**src/rtl/binary_pkg.sv**
```systemverilog
// Shared luma weights and gray conversion for the threshold controller and the pixel binarizer.
// Both sides call gray() so their luma values always match.
package binary_pkg;

   localparam int unsigned LUMA_WR    = 5;
   localparam int unsigned LUMA_WG    = 9;
   localparam int unsigned LUMA_WB    = 2;
   localparam int unsigned LUMA_SHIFT = 4;

   localparam logic [7:0] INIT_THR_DEF = 8'd128;

   typedef enum logic [1:0] {
      StAccum,
      StDivide,
      StUpdate
   } thr_state_e;

   // Weights sum to 16, so 12 bits cover 16*255 and the shifted result fits 8 bits.
   function automatic logic [7:0] gray(input logic [23:0] rgb);
      logic [11:0] acc;
      logic [11:0] shifted;
      acc = 12'(LUMA_WR) * {4'b0, rgb[23:16]}
          + 12'(LUMA_WG) * {4'b0, rgb[15:8]}
          + 12'(LUMA_WB) * {4'b0, rgb[7:0]};
      shifted = acc >> LUMA_SHIFT;
      return shifted[7:0];
   endfunction

endpackage

```
**src/rtl/seq_divider.sv**
```systemverilog
// Restoring divider, one quotient bit per cycle; the start cycle already computes the first bit.
// start restarts unconditionally, abort drops a running divide without asserting done.
module seq_divider #(
   parameter int unsigned DVD_W = 28,
   parameter int unsigned DVS_W = 20
) (
   input  logic             clk,
   input  logic             rst_n,
   input  logic             start,
   input  logic             abort,
   input  logic [DVD_W-1:0] dividend,
   input  logic [DVS_W-1:0] divisor,
   output logic             busy,
   output logic             done,
   output logic [DVD_W-1:0] quotient
);

   localparam int unsigned CW = $clog2(DVD_W + 1);

   logic [DVS_W-1:0] rem_q, src_rem;
   logic [DVD_W-1:0] quo_q, src_quo, nxt_quo;
   logic [DVS_W-1:0] dvs_q, src_dvs;
   logic [DVS_W:0]   trial, nxt_rem;
   logic [CW-1:0]    cnt_q;
   logic             run_q;
   logic             q_bit;

   always_comb begin
      src_rem = start ? '0 : rem_q;
      src_quo = start ? dividend : quo_q;
      src_dvs = start ? divisor : dvs_q;
      trial   = {src_rem, src_quo[DVD_W-1]};
      if (trial >= {1'b0, src_dvs}) begin
         nxt_rem = trial - {1'b0, src_dvs};
         q_bit   = 1'b1;
      end else begin
         nxt_rem = trial;
         q_bit   = 1'b0;
      end
      nxt_quo = {src_quo[DVD_W-2:0], q_bit};
   end

   always_ff @(posedge clk or negedge rst_n) begin
      if (!rst_n) begin
         rem_q <= '0;
         quo_q <= '0;
         dvs_q <= '0;
         cnt_q <= '0;
         run_q <= 1'b0;
      end else if (start) begin
         rem_q <= nxt_rem[DVS_W-1:0];
         quo_q <= nxt_quo;
         dvs_q <= divisor;
         cnt_q <= CW'(DVD_W - 1);
         run_q <= 1'b1;
      end else if (abort) begin
         run_q <= 1'b0;
      end else if (run_q) begin
         if (cnt_q != '0) begin
            rem_q <= nxt_rem[DVS_W-1:0];
            quo_q <= nxt_quo;
            cnt_q <= cnt_q - 1'b1;
         end else begin
            run_q <= 1'b0;
         end
      end
   end

   assign busy     = run_q;
   assign done     = run_q && (cnt_q == '0) && !start && !abort;
   assign quotient = quo_q;

endmodule

```
**src/rtl/binary_thr_ctrl.sv**
```systemverilog
// Frame-synchronous threshold controller for the binarizer: per-frame luma mean via a
// sequential divider (auto mode) or a button-stepped manual value, applied at frame boundaries.
module binary_thr_ctrl
   import binary_pkg::*;
#(
   parameter int unsigned CNT_W    = 20,
   parameter logic [7:0]  INIT_THR = INIT_THR_DEF,
   parameter int unsigned STEP     = 4
) (
   input  logic        pclk,
   input  logic        rst_n,
   input  logic        vsync_i,
   input  logic        de_i,
   input  logic [23:0] rgb_i,
   input  logic        auto_en_i,
   input  logic [7:0]  offset_i,
   input  logic        btn_up_i,
   input  logic        btn_dn_i,
   output logic [7:0]  threshold_o,
   output logic        thr_valid_o,
   output logic [7:0]  mean_o,
   output logic        busy_o,
   output logic        ovf_o
);

   localparam int unsigned SUM_W = CNT_W + 8;
   localparam logic [CNT_W-1:0] CNT_MAX = {CNT_W{1'b1}};

   thr_state_e state_q, state_d;

   logic             vsync_q, frame_edge;
   logic [SUM_W-1:0] sum_q;
   logic [CNT_W-1:0] cnt_q;
   logic             ovf_q;
   logic [7:0]       man_q, man_d;
   logic [7:0]       thr_q, thr_d;
   logic [7:0]       mean_q, mean_d;
   logic [7:0]       off_q, off_d;
   logic             valid_q, valid_d;
   logic [7:0]       gray_px;
   logic             div_start, div_abort, div_busy, div_done;
   logic [SUM_W-1:0] quo;
   logic [7:0]       mean_clip, thr_clamp;
   logic signed [9:0] biased;

   assign frame_edge = vsync_i & ~vsync_q;
   assign gray_px    = gray(rgb_i);

   always_ff @(posedge pclk or negedge rst_n) begin
      if (!rst_n) begin
         vsync_q <= 1'b0;
         sum_q   <= '0;
         cnt_q   <= '0;
         ovf_q   <= 1'b0;
      end else begin
         vsync_q <= vsync_i;
         ovf_q   <= ovf_q | (cnt_q == CNT_MAX);
         // A pixel in the edge cycle already belongs to the new frame.
         if (frame_edge) begin
            sum_q <= de_i ? SUM_W'(gray_px) : '0;
            cnt_q <= de_i ? CNT_W'(1) : '0;
         end else if (de_i && cnt_q != CNT_MAX) begin
            sum_q <= sum_q + SUM_W'(gray_px);
            cnt_q <= cnt_q + 1'b1;
         end
      end
   end

   always_comb begin
      man_d = man_q;
      if (btn_up_i && !btn_dn_i) begin
         man_d = (man_q > 8'(255 - STEP)) ? 8'hFF : man_q + 8'(STEP);
      end else if (btn_dn_i && !btn_up_i) begin
         man_d = (man_q < 8'(STEP)) ? 8'h00 : man_q - 8'(STEP);
      end
   end

   always_comb begin
      mean_clip = (|quo[SUM_W-1:8]) ? 8'hFF : quo[7:0];
      biased    = $signed({2'b00, mean_clip}) + $signed({{2{off_q[7]}}, off_q});
      if (biased < 0) begin
         thr_clamp = 8'h00;
      end else if (biased > 10'sd255) begin
         thr_clamp = 8'hFF;
      end else begin
         thr_clamp = biased[7:0];
      end
   end

   always_comb begin
      state_d   = state_q;
      div_start = 1'b0;
      div_abort = 1'b0;
      thr_d     = thr_q;
      mean_d    = mean_q;
      valid_d   = 1'b0;
      off_d     = off_q;
      if (frame_edge) begin
         off_d = offset_i;
         if (auto_en_i && cnt_q != '0) begin
            div_start = 1'b1;
            state_d   = StDivide;
         end else begin
            state_d   = StAccum;
            div_abort = (state_q == StDivide);
            if (!auto_en_i) begin
               thr_d   = man_q;
               valid_d = 1'b1;
            end
         end
      end else begin
         case (state_q)
            StDivide: begin
               if (div_done) begin
                  state_d = StUpdate;
                  mean_d  = mean_clip;
                  thr_d   = thr_clamp;
                  valid_d = 1'b1;
               end
            end
            StUpdate: state_d = StAccum;
            default:  state_d = StAccum;
         endcase
      end
   end

   always_ff @(posedge pclk or negedge rst_n) begin
      if (!rst_n) begin
         state_q <= StAccum;
         man_q   <= INIT_THR;
         thr_q   <= INIT_THR;
         mean_q  <= '0;
         off_q   <= '0;
         valid_q <= 1'b0;
      end else begin
         state_q <= state_d;
         man_q   <= man_d;
         thr_q   <= thr_d;
         mean_q  <= mean_d;
         off_q   <= off_d;
         valid_q <= valid_d;
      end
   end

   seq_divider #(
      .DVD_W(SUM_W),
      .DVS_W(CNT_W)
   ) u_div (
      .clk     (pclk),
      .rst_n   (rst_n),
      .start   (div_start),
      .abort   (div_abort),
      .dividend(sum_q),
      .divisor (cnt_q),
      .busy    (div_busy),
      .done    (div_done),
      .quotient(quo)
   );

   assign threshold_o = thr_q;
   assign thr_valid_o = valid_q;
   assign mean_o      = mean_q;
   assign busy_o      = div_busy;
   assign ovf_o       = ovf_q;

endmodule

```
**config.mk**
```make
export PLATFORM = sky130hd
export DESIGN_NAME = binary_thr_ctrl
export DESIGN_NICKNAME = d
export VERILOG_FILES = /design/src/rtl/binary_pkg.sv /design/src/rtl/seq_divider.sv /design/src/rtl/binary_thr_ctrl.sv
export SDC_FILE = /design/constraint.sdc
export NUM_CORES = 1
export LEC_CHECK = 0
export CAP_MARGIN = 0
export CORE_UTILIZATION = 61
export DETAILED_ROUTE_END_ITERATION = 8
export GPL_TIMING_DRIVEN = 0
export HOLD_SLACK_MARGIN = 0.12
export PLACE_DENSITY = 0.83
export SLEW_MARGIN = 40
export SYNTH_ARGS = -nofsm -noshare
export SYNTH_HDL_FRONTEND = slang
export SYNTH_SLANG_ARGS = --single-unit
```
**constraint.sdc**
```tcl
create_clock -name pclk -period 5.9 [get_ports pclk]
set_clock_uncertainty 0.1 [all_clocks]
set_input_delay 1.18 -clock pclk [delete_from_list [all_inputs] [get_ports pclk]]
set_output_delay 1.18 -clock pclk [all_outputs]
set_load 0.1 [all_outputs]
```
Word level (Yosys, flattened, before mapping)
Index checks and enable logic that the tools add are counted.
- input port bits: 39
- register bits: 159
- output and inout port bits: 19
- word-level logic and storage cells: 118
- bitwise gates (word level): 4
- reduce and logical (&&, ||, !) cells: 24
- muxes and demuxes: 52
- equal/unequal tests: 7
- magnitude comparators: 5
- $add $sub $neg: 9
- $mul: 2
- operators by type and width (cell ; count):
    28-bit 2-to-1 mux ; 7
    20-bit 2-to-1 mux ; 9
    8-bit 2-to-1 mux ; 13
    28-bit by 8-bit adder with 28-bit output ; 1
    21-bit by 20-bit greater-or-equal comparator with 1-bit output ; 1
    20-bit by 1-bit adder with 20-bit output, second input constant ; 1
    20-bit == test, second input constant ; 1
    5-bit 2-to-1 mux ; 4
    20-bit != test, second input constant ; 1
    20-bit nonzero test ; 1
    20-bit OR reduction ; 1
    20-bit subtractor ; 1
    1-bit 2-to-1 mux ; 16
    11-bit by 12-bit adder with 12-bit output ; 1
    12-bit by 9-bit adder with 12-bit output ; 1
    4-bit by 8-bit multiplier with 12-bit output, first input constant ; 1
    2-bit nonzero test ; 6
    3-bit by 8-bit multiplier with 11-bit output, first input constant ; 1
    9-bit by 8-bit adder with 10-bit output ; 1
    10-bit by 9-bit greater-than comparator with 1-bit output, second input constant ; 1
    10-bit by 1-bit less-than comparator with 1-bit output, second input constant ; 1
    8-bit by 3-bit adder with 8-bit output, second input constant ; 1
    8-bit greater-than comparator, second input constant ; 1
    8-bit by 3-bit less-than comparator with 1-bit output, second input constant ; 1
    16 further kinds ; 30

Logic depth before layout (Yosys ltp)
- depth after elaboration: 11
- mapped depth: 22

Modules after synthesis
Synthesis repeated with hierarchy kept, for this count alone.
- cell total of the unflattened synthesis: 1127
- area, all modules: 10637.7 um^2
- by module, submodules not included (module ; instances ; cells each ; seq. area each (um^2) ; area an instance (um^2)):
    binary_thr_ctrl ; 1 ; 661 ; 2104.5 ; 6130.9
    seq_divider ; 1 ; 466 ; 1851.8 ; 4506.8

Least setup slack after synthesis
OpenSTA, ideal clock, no wires.
- kind: input -> register
- from: in rgb_i[11]
- to: reg sum_q[13]
- stages on the path: 17
- arrival time: 5.349 ns
- slack: 0.320 ns
- required time: 5.668 ns
- buffers on the path: 0
- cell sequence: ha_1 > inv_1 > fa_1 > fa_1 > fa_1 > inv_1 > ha_1 > a21oi_1 > o21ai_0 > a41oi_1 > xnor2_1 > ha_1 > or2_2 > a21oi_1 > nor4b_1 > xnor2_1 > nor2_1
- word-level cells in the longest chain between the ends: 6
- ends and longest elaborated chain (what ; line ; RTL):
    from (decl) ; binary_thr_ctrl.sv:14 ; input logic [23:0] rgb_i,
    4-bit by 8-bit multiplier with 12-bit output ; binary_pkg.sv:23 ; + 12'(LUMA_WG) * {4'b0, rgb[15:8]}
    11-bit by 12-bit adder with 12-bit output ; binary_pkg.sv:23 ;
    12-bit by 9-bit adder with 12-bit output ; binary_pkg.sv:24 ; + 12'(LUMA_WB) * {4'b0, rgb[7:0]};
    28-bit by 8-bit adder with 28-bit output ; binary_thr_ctrl.sv:63 ; sum_q <= sum_q + SUM_W'(gray_px);
    28-bit 2-to-1 mux ; binary_thr_ctrl.sv:62 ; end else if (de_i && cnt_q != CNT_MAX) begin
    28-bit 2-to-1 mux ; binary_thr_ctrl.sv:59 ; if (frame_edge) begin
    to (signal assigned) ; binary_thr_ctrl.sv:60 ; sum_q <= de_i ? SUM_W'(gray_px) : '0;
    to (signal assigned) ; binary_thr_ctrl.sv:63 ;
    to (decl) ; binary_thr_ctrl.sv:32 ; logic [SUM_W-1:0] sum_q;
No other way between the ends. The select of a mux whose other input is x is not followed.
A chain may end at the register's enable or synchronous reset.

Worst setup path after layout
- from: in rgb_i[10]
- to: reg sum_q[15]
Same word-level chain as after synthesis.

==> impl_results.md <==
* Status: complete, no violations
* ANT nets after route at 0
* Drt pass-1 iters at 5
* Hold-fix buffers, CTS at 0
* Wire per inst at 16.9 um
* Hold Vio Cnt, Final at 0
* Synth async-reset ratio at 100%
* Setup tns final at 0 ps
* Largest family of logic cells by synthesized area: simple AND/OR/NAND/NOR gates
* Leading area contributor after synthesis: dfrtp_1
* Maximum number of pins on one net before global-route repair at 62
* CTS tree: built
* Post-synth EDFFs at 0
* Power share of the sequential group at 26.0%
* Fill cell count at 1,206
* Post-synth top area share at 38.0%
* Clk slew on worst S/H paths at 70 ps
* Crit start category: input port
* Top-count cell post-synth: dfrtp_1
* DIE AREA at 17,400 um^2
* Data required, critical path at 6100 ps
* Gpl congestion at 0.911
* Power Density at 532 nW/um^2
* Worst Hold Class: reg -> reg
* Final instance area at 11,800 um^2
* Warnings from Yosys at 0
* CTS HTree Levels at 4
* Starting Density at 62.1%
* Mapped cell area at 10,300 um^2
* NetSw at 2920 uW
* Overflow after GRT at 0
* Unrepaired setup endpoints after global routing: yes
* Vias in the first global route at 8,479
* Logic pwr share at 57.1%
* Core area at 16,500 um^2
* Drt first-iter violations at 658
* Num CTS Buffers at 17
* Worst Tran Pin Value at 763 ps
* XOR/XNOR share of the synthesized area at 6.40%
* Max-cap violations at 0
* Simple-gate share of the synthesized area at 18.9%
* Leakage at 0.00566 uW
* Sw Ratio at 46.4%
* CP max FO at 10
* Clock tree buffer depth at 2
* Clock power frac at 16.9%
* Rows at 47
* Final HPWL DP at 17,900 um
* Yosys reg bits at 158
* Worst-Skew Late Latency at 430 ps
* First-pass GRT wire length at 40,800 um
* CP endpoint kind: flop
* Proportion of layout cells with a drive suffix above 1 at 10.2%
* F_max at 175 MHz
* Layout area overhead at 15.2%
* Total Power at 6290 uW
* Slew margin rel. at 48.7%
* Post-Synthesis Cells at 1,134
* Routed WL at 24,500 um
* # diodes at 0
* Syn_nets at 1,270
* Adder-cell share of the synthesized area at 13.4%
* Chip width at 132 um
* FF-to-FF setup slack at 500 ps
* Routed vias/inst at 5.98
* Vias post-DR at 8,668
* Post-synthesis compound-gate area fraction at 14.1%
* Final setup violation count at 0
* Root buffer cell: clkbuf_16
* Synth cell types at 71
* Post-DP Area at 11,100 um^2
* Fin nets at 1,353
* CP Class: in -> reg
* Seq/Total Area, Yosys at 38.5%
* IO Count at 58
* Fin Hold WS at 377 ps
* Post-route minimum period at 5710 ps
* GRT Total Usage at 29.5%
* Max VDD drop at 0.000328 V
* List of most frequent post-synthesis cells: 156 x dfrtp_1, 144 x nand2_1, 103 x inv_1, 98 x nor2_1, 75 x ha_1
* Largest cells by area after synthesis: dfrtp_1 38%, ha_1 9.1%, nand2_1 5.3%
* Initial antenna violation count at 0
* Critical path arrival at 5910 ps
* # DRC at 0
* Fin crit share at 96.8%
* Top_reg_cell synth: dfrtp_1
* Mux cell area share after synthesis at 3.05%
* CTS Sinks at 158
* Count of pins over their slew limit at 0
* Power Internal at 3370 uW
* PortBufs at 57
* Die Y at 132 um
* Syn_area_per_cell at 9.06 um^2
cell families after synthesis:
kind of cell	count (synthesis)
AO/OA/AOI/OAI	219
XOR/XNOR	75
buffers and inverters	150
AND/OR/NAND/NOR	405
adder cells (fa/ha/maj)	97
flip-flops	158
multiplexers	30
flip-flops by register name, summed over array words and instances, names as in the netlist, 2 cells and up:
register	flops
cnt_q	20
man_q	7
mean_o	8
off_q	8
state_q	2
sum_q	28
threshold_o	8
u_div.cnt_q	5
u_div.dvs_q	20
u_div.quotient	28
u_div.rem_q	20
worst paths after layout:
check	depth (start not counted)	from	endpoint
max	20	rgb_i[10]	sum_q[15]
min	1	ovf_o	ovf_o
max reg2reg	17	cnt_q[0]	u_div.rem_q[0]
min reg2reg	1	ovf_o	ovf_o
max in group asynchronous	3	rst_n	u_div.quotient[7]
min in group asynchronous	1	rst_n	cnt_q[16]
critical path: stages:
cell and delay (ps):
clkdlybuf4s50_1 520, ha_1 160, inv_1 50, fa_1 470
inv_1 40, ha_1 300, fa_1 490, ha_1 300
nand4_1 110, o21bai_2 230, a21oi_4 110, o21ai_2 160
a41oi_2 170, xnor2_1 250, ha_1 360, or2_2 340
a21oi_4 330, nor4_2 100, xnor2_1 180, nor2_1 60
metrics by stage:
stage | cells | utilization (%) | worst slack [ps]
CTS | 1444 | 70.8 | 3.61
global route | 1449 | 71.6 | -67.8
global placement | 1411 | 67.3 | -2920
floorplan | 1134 | - | 320
finish | 1449 | 71.6 | 190
detailed placement | 1413 | 67.1 | -867
power by group through the flow:
| stage | Combinational, uW | Sequential, uW | Clock [uW] |
|---|---|---|---|
| after floorplan | 2330 | 1870 | 0 |
| after global placement | 3180 | 1640 | 0 |
| after detailed placement | 3260 | 1640 | 0 |
| after CTS | 3400 | 1630 | 1070 |
| after global routing | 3930 | 1670 | 1120 |
| final | 3590 | 1640 | 1060 |
timing repair:
item	4_1_cts	5_1_grt
pin swaps	1	8
setup buffers	0	5
setup endpoints to repair	30	35
gates cloned	1	0
resized for setup	12	19
placed cells by master, fill, tap and decap left out, types with 22 or more instances in the layout:
master           Yosys  routed
xnor2_1             40      39
a31oi_1             36      36
clkbuf_1            39      37
o21ai_0             39      38
dfrtp_1            156     156
nand3_1             24      24
inv_1              103     102
nor2_1              98      98
xor2_1              35      35
clkdlybuf4s50_1      0      37
buf_2                3      22
ha_1                75      73
nand2_1            144     143
a21oi_1             47      42
layout make-up:
class / count / area [um^2] / area share [%]
Sequential cell: 158 / 3960 / 33.4
Inverter: 104 / 390 / 3.30
Tap cell: 220 / 275 / 2.33
Timing Repair Buffer: 64 / 573 / 4.84
Buffer: 45 / 183 / 1.54
Clock buffer: 17 / 425 / 3.60
Clock inverter: 14 / 139 / 1.17
Multi-Input combinational cell: 827 / 5890 / 49.8
metal layers:
layer,global-route usage (%),up-vias,share of wire (%)
li1,-,4087,-
met1,37.5,4230,43
met2,50.3,298,49
met3,5.46,53,4.9
met4,10.6,0,2.9
met5,0,-,0
Note: power is estimated with default switching activity, not from simulation.
==> patch 1, RTL diff (config.mk and constraints unchanged) <==
The parameter `CNT_W` goes from 20 to 40.
--- a/src/rtl/binary_thr_ctrl.sv
+++ b/src/rtl/binary_thr_ctrl.sv
@@ -3,7 +3,7 @@
 module binary_thr_ctrl
    import binary_pkg::*;
 #(
-   parameter int unsigned CNT_W    = 20,
+   parameter int unsigned CNT_W    = 40,
    parameter logic [7:0]  INIT_THR = INIT_THR_DEF,
    parameter int unsigned STEP     = 4
 ) (
Behaviour: no difference found for any inputs over 4 cycles, from zero or initial values and one cycle with rst_n low; that may be too few to reach the edited logic, so the function may still have changed.
==> patch 1 against the unedited design <==
The run now ends with DRC, setup timing left. Sequential cell count rose by 101. Non-clock buffer count rose by 53. Synthesized area rose by 59%. Global-route usage rose by 3.4 points. Count of clock-buffer cells in the layout rose by 26. Via count rose by 71%. Setup slack got worse by 0.28 ns. Final area rose by 60%. Power rose by 55%. Routed wire length rose by 90%.
==> patch 1: results (changes against the unedited design) <==
Status
  • Status: finished, violations left
  • Failing checks: DRC, setup timing

Hold path
  • Worst Hold Path EP: ovf_o$_DFF_PN0_
  • Hold Path Class: flop to flop
  • Worst hold start: ovf_o$_DFF_PN0_
  • Hold Path Stages: 1 (unchanged)

Clock tree
  • Root Buffer: clkbuf_16
  • Clk slew on worst S/H paths: approximately 0.060 ns
  • CTS Buffer Depth: 3 (+1)
  • Total CTS buffers: 29 (+12)
  • Worst skew pair latency: 0.55 ns (+0.12 ns)
  • Clock H-tree levels: 1 (-3)

Finish
  • Final net count: 2138 (+58%)
  • Ratio of cells with drive above 1 in the final layout: 12.2% (+2.0 points)
  • Ant diodes: 0 (unchanged)
  • Layout Cells excl Fill: 2340 (+61%)

Critical path
  • Max FO, Critical Path: 6 (-4)
  • FF-to-FF Start: cnt_q[32]$_DFFE_PN0P_
  • Worst R2R End: u_div.rem_q[27]$_DFFE_PN0P_
  • R2R Setup Slk: 0.18 ns (-0.32 ns)
  • Worst Path Arrival: 6.36 ns (+0.45 ns)
  • Max incr delay on CP: 0.50 ns (-0.02 ns)
  • CP max stage cell: fa_1
  • Reg2reg path depth: 17 (unchanged)

Logic synthesis
  • Top post-synthesis cells by count: 257 x dfrtp_1, 238 x nand2_1, 212 x nor2_1, 125 x inv_1, 102 x a21oi_1
  • Mapped Cells: 1872 (+65%)
  • Synth top area share: 39.3% (+1.3 points)
  • Synth warn: 0 (unchanged)
  • Top post-synthesis cells by area: dfrtp_1 39%, ha_1 7.2%, nand2_1 5.5%
  • Mapped Nets: 2027 (+60%)
  • Post-synth ARST share: 100% (unchanged)
  • Yosys cell types: 85 (+20%)
  • Sequential share of the synthesized area: 39.6% (+1.1 points)

Timing
  • Worst slew pin tran: 0.919 ns (+0.156 ns)
  • Setup-failing EPs final: 9 (+9)
  • Final worst setup slack: -0.0938 ns (-0.284 ns)
  • Setup TNS: -0.257 ns (-0.257 ns)

Placement
  • PortBufs: 57 (unchanged)
  • Placed wire-length estimate: 32.1 mm (+79%)
  • GP Congestion: 0.973 (+6.8%)
  • Pre-CTS setup slack: -1.29 ns (-0.425 ns)

Global route
  • First-pass GRT wire length: 72.8 mm (+79%)
  • Vias in the first global route: 14300 (+69%)
  • Total global-route track usage: 32.8% (+3.4 points)
  • Pin count of the biggest net entering global routing: 74 (+19%)
  • Initial antenna violation count: 0 (unchanged)

Detailed routing
  • Vias per std cell: 6.33 (+5.8%)
  • DR WL/cell: 19.9 µm (+17%)
  • DR iter-0 viols: 1854 (+180%)
  • DRT Pass-1 Iters: 9 (+4)
  • DRC violations left: 8 (+8)

Power and ir drop
  • Worst vdd ir: 0.272 mV (-17%)
  • Pleak: 9.09 nW (+61%)
## patch 1: repair_timing
item,in CTS,in global routing
gates resized for setup,62,93
gates cloned,1,0
setup endpoints to repair,80,79
hold buffers,0,0
endpoints found under the hold margin,0,0
pin swaps,24,46
setup buffers,12,8
## patch 1: cell families after synthesis
kind of cell	after synthesis	synth area share, %
xor gates and xnor gates	126	6.74
DFF	259	39.6
adders and majority gates	116	9.88
and+or+nand+nor	756	22.0
buffers and inverters	208	4.96
muxes	50	3.13
AOI/OAI and AO/OA	357	13.7
## patch 1: worst max-delay path by stage
stage / startpoint / to / depth (start not counted)
final: rgb_i[19] / sum_q[45]$_DFFE_PN0P_ / 24
after global routing: rgb_i[19] / sum_q[45]$_DFFE_PN0P_ / 24
after CTS: rgb_i[15] / sum_q[47]$_DFFE_PN0P_ / 22
after detailed placement: rgb_i[18] / sum_q[32]$_DFFE_PN0P_ / 25
after global placement: rst_n / sum_q[32]$_DFFE_PN0P_ / 1
after floorplan: rgb_i[11] / sum_q[47]$_DFFE_PN0P_ / 22
## patch 1: layer usage
metal / wire [µm] / global-route usage [%] / vias up
li1: - / - / 6695
met1: 19100 / 44.7 / 7231
met2: 21500 / 52.5 / 728
met3: 3880 / 5.03 / 159
met4: 1920 / 13.7 / 2
met5: 10 / 1.22 / -
## patch 1: where the power goes
group | internal [mW] | total (mW) | switching [mW]
logic | 2.14 | 5.41 | 3.27
clock network | 1.05 | 1.79 | 0.743
registers | 2.22 | 2.57 | 0.355
## patch 1: critical path, delay by kind of cell
family	cells	cell delay (ns)
compound gates	6	0.99
xor+xnor	1	0.13
fa+ha+maj	6	2.26
buf+inv	6	0.56
simple gates	5	1.20
## patch 1: area by class of cell
cell class | count | area (µm²)
Buffer | 81 | 377
Sequential cell | 259 | 6480
Inverter | 126 | 473
Clock inverter | 10 | 88.8
Clock buffer | 43 | 858
Multi-Input combinational cell | 1405 | 9470
Tap cell | 335 | 419
Fill cell | 1867 | 7330
Timing Repair Buffer | 81 | 707
## patch 1: through the flow
stage / hold WS, ns / area (µm²)
after global routing: 0.406 / 18900
after CTS: 0.385 / 18600
after global placement: 0.354 / 17400
after detailed placement: 0.357 / 17400
after floorplan: 0.341 / 16400
final: 0.385 / 18900
==> patch 2, RTL diff (same settings) <==
Made on the original files. The output `thr_valid_o` loses its register stage (`valid_q` becomes a continuous assignment).
--- a/src/rtl/binary_thr_ctrl.sv
+++ b/src/rtl/binary_thr_ctrl.sv
@@ -131,16 +131,16 @@
          thr_q   <= INIT_THR;
          mean_q  <= '0;
          off_q   <= '0;
-         valid_q <= 1'b0;
       end else begin
          state_q <= state_d;
          man_q   <= man_d;
          thr_q   <= thr_d;
          mean_q  <= mean_d;
          off_q   <= off_d;
-         valid_q <= valid_d;
       end
    end
+
+   assign valid_q = valid_d;
 
    seq_divider #(
       .DVD_W(SUM_W),
Check against the original RTL: not equivalent (Yosys sat finds a counterexample within 4 cycles, from zero or initial values and one cycle with rst_n low).
==> patch 2 against the unedited design <==
Combinational power up 11%. Sequential cell count down 1. Setup slack worse by 0.11 ns. Count of clock-buffer cells in the layout unchanged. Power up 6.6%. Routed wire length up 5.8%. Final area up 1.0%. Critical endpoint is now sum_q[6]$_DFFE_PN0P_. Largest power group unchanged. Non-clock buffer count unchanged. Final cell count about the same. Synthesized area down 0.24%. Highest routed layer unchanged.
==> patch 2: results (changes against the unedited design) <==
Status
  • Status: finished, final reports clean

Critical path
  • CP dominant cell by count: inv_1
  • CP max stage cell: fa_1
  • Worst Path Arrival: 6.08 ns (+0.17 ns)
  • Max FO, Critical Path: 3 (-7)

Logic synthesis
  • Mapped Nets: 1269 (-0.079%)
  • Mapped Cells: 1133 (-0.088%)
  • Sequential share of the synthesized area: 38.4% (-0.15 points)
  • Top post-synthesis cells by area: dfrtp_1 38%, ha_1 9.2%, nand2_1 5.3%
  • Post-synthesis register bit count: 157 (-0.63%)

Power and ir drop
  • Worst vdd ir: 0.326 mV (-0.49%)
  • Power density over the cells: 561 mW/mm² (+5.5%)

Placement
  • DP Area: 0.0111 mm² (-0.23%)
  • GP Congestion: 0.928 (+1.9%)
  • Placed wire-length estimate: 17.6 mm (-1.8%)
  • Dpl cells: 1412 (-0.071%)
  • Pre-CTS setup slack: -0.865 ns (+0.00170 ns)

Global route
  • Initial antenna violation count: 1 (+1)
  • Vias in the first global route: 8688 (+2.5%)
  • Total global-route track usage: 30.0% (+0.56 points)
  • Pin count of the biggest net entering global routing: 75 (+21%)

Finish
  • Layout Cells excl Fill: 1450 (+0.069%)
  • Fillers: 1183 (-1.9%)
  • Layout clock area frac: 4.83% (+0.056 points)
  • Ratio of cells with drive above 1 in the final layout: 11.2% (+1.0 points)
  • Area of the multi-input gates: 0.00601 mm² (+2.0%)
  • Comb_multi_in: 828 (+0.12%)

Clock tree
  • Worst skew pair latency: 0.45 ns (+0.02 ns)

Detailed routing
  • Vias per std cell: 6.02 (+0.63%)
  • Final wirelength: 25.9 mm (+5.8%)
  • DR iter-0 viols: 769 (+17%)

Timing
  • Max_slew headroom: 45.5% (-3.2 points)
==> patch 2: worst paths after layout <==
kind                                       from                           to  slack [ns]  cells after the start
max reg2reg                cnt_q[0]$_DFFE_PN0P_  u_div.rem_q[14]$_DFFE_PN0P_        0.44                     18
max in group asynchronous                 rst_n        sum_q[21]$_DFFE_PN0P_        4.23                      3
min                             ovf_o$_DFF_PN0_              ovf_o$_DFF_PN0_        0.37                      1
max                                   rgb_i[12]         sum_q[6]$_DFFE_PN0P_        0.08                     22
min reg2reg                     ovf_o$_DFF_PN0_              ovf_o$_DFF_PN0_        0.37                      1
min in group asynchronous                 rst_n        cnt_q[10]$_DFFE_PN0P_        0.50                      1
==> patch 2: repair_timing <==
item / in CTS / in global routing
setup endpoints to repair: 31 / 34
buffers inserted: 0 / 5
gates resized for setup: 12 / 41
pin swaps: 1 / 15
cloned: 1 / 1
==> patch 2: report_power, final <==
group          internal [mW]  switching [mW]  total [mW]
Sequential              1.38           0.250        1.63
Clock                  0.596           0.504        1.10
Combinational           1.52            2.46        3.98
Total                   3.50            3.21        6.71
==> patch 2: logic make-up after synthesis <==
group,Yosys count,synth area share [%]
adder cells (fa/ha/maj),97,13.5
flip-flops,157,38.4
buffers and inverters,150,5.61
AO/OA/AOI/OAI,219,14.1
AND/OR/NAND/NOR,405,19.0
multiplexers,30,3.05
XOR/XNOR,75,6.41
==> patch 2: routing by layer <==
metal  part of all wire (%)  track usage [%]  vias up
met3                    5.5             5.40       68
met5                      0                0        -
met4                    3.5             15.0        0
met1                     42             37.7     4250
met2                     49             49.8      320
li1                       -                -     4091
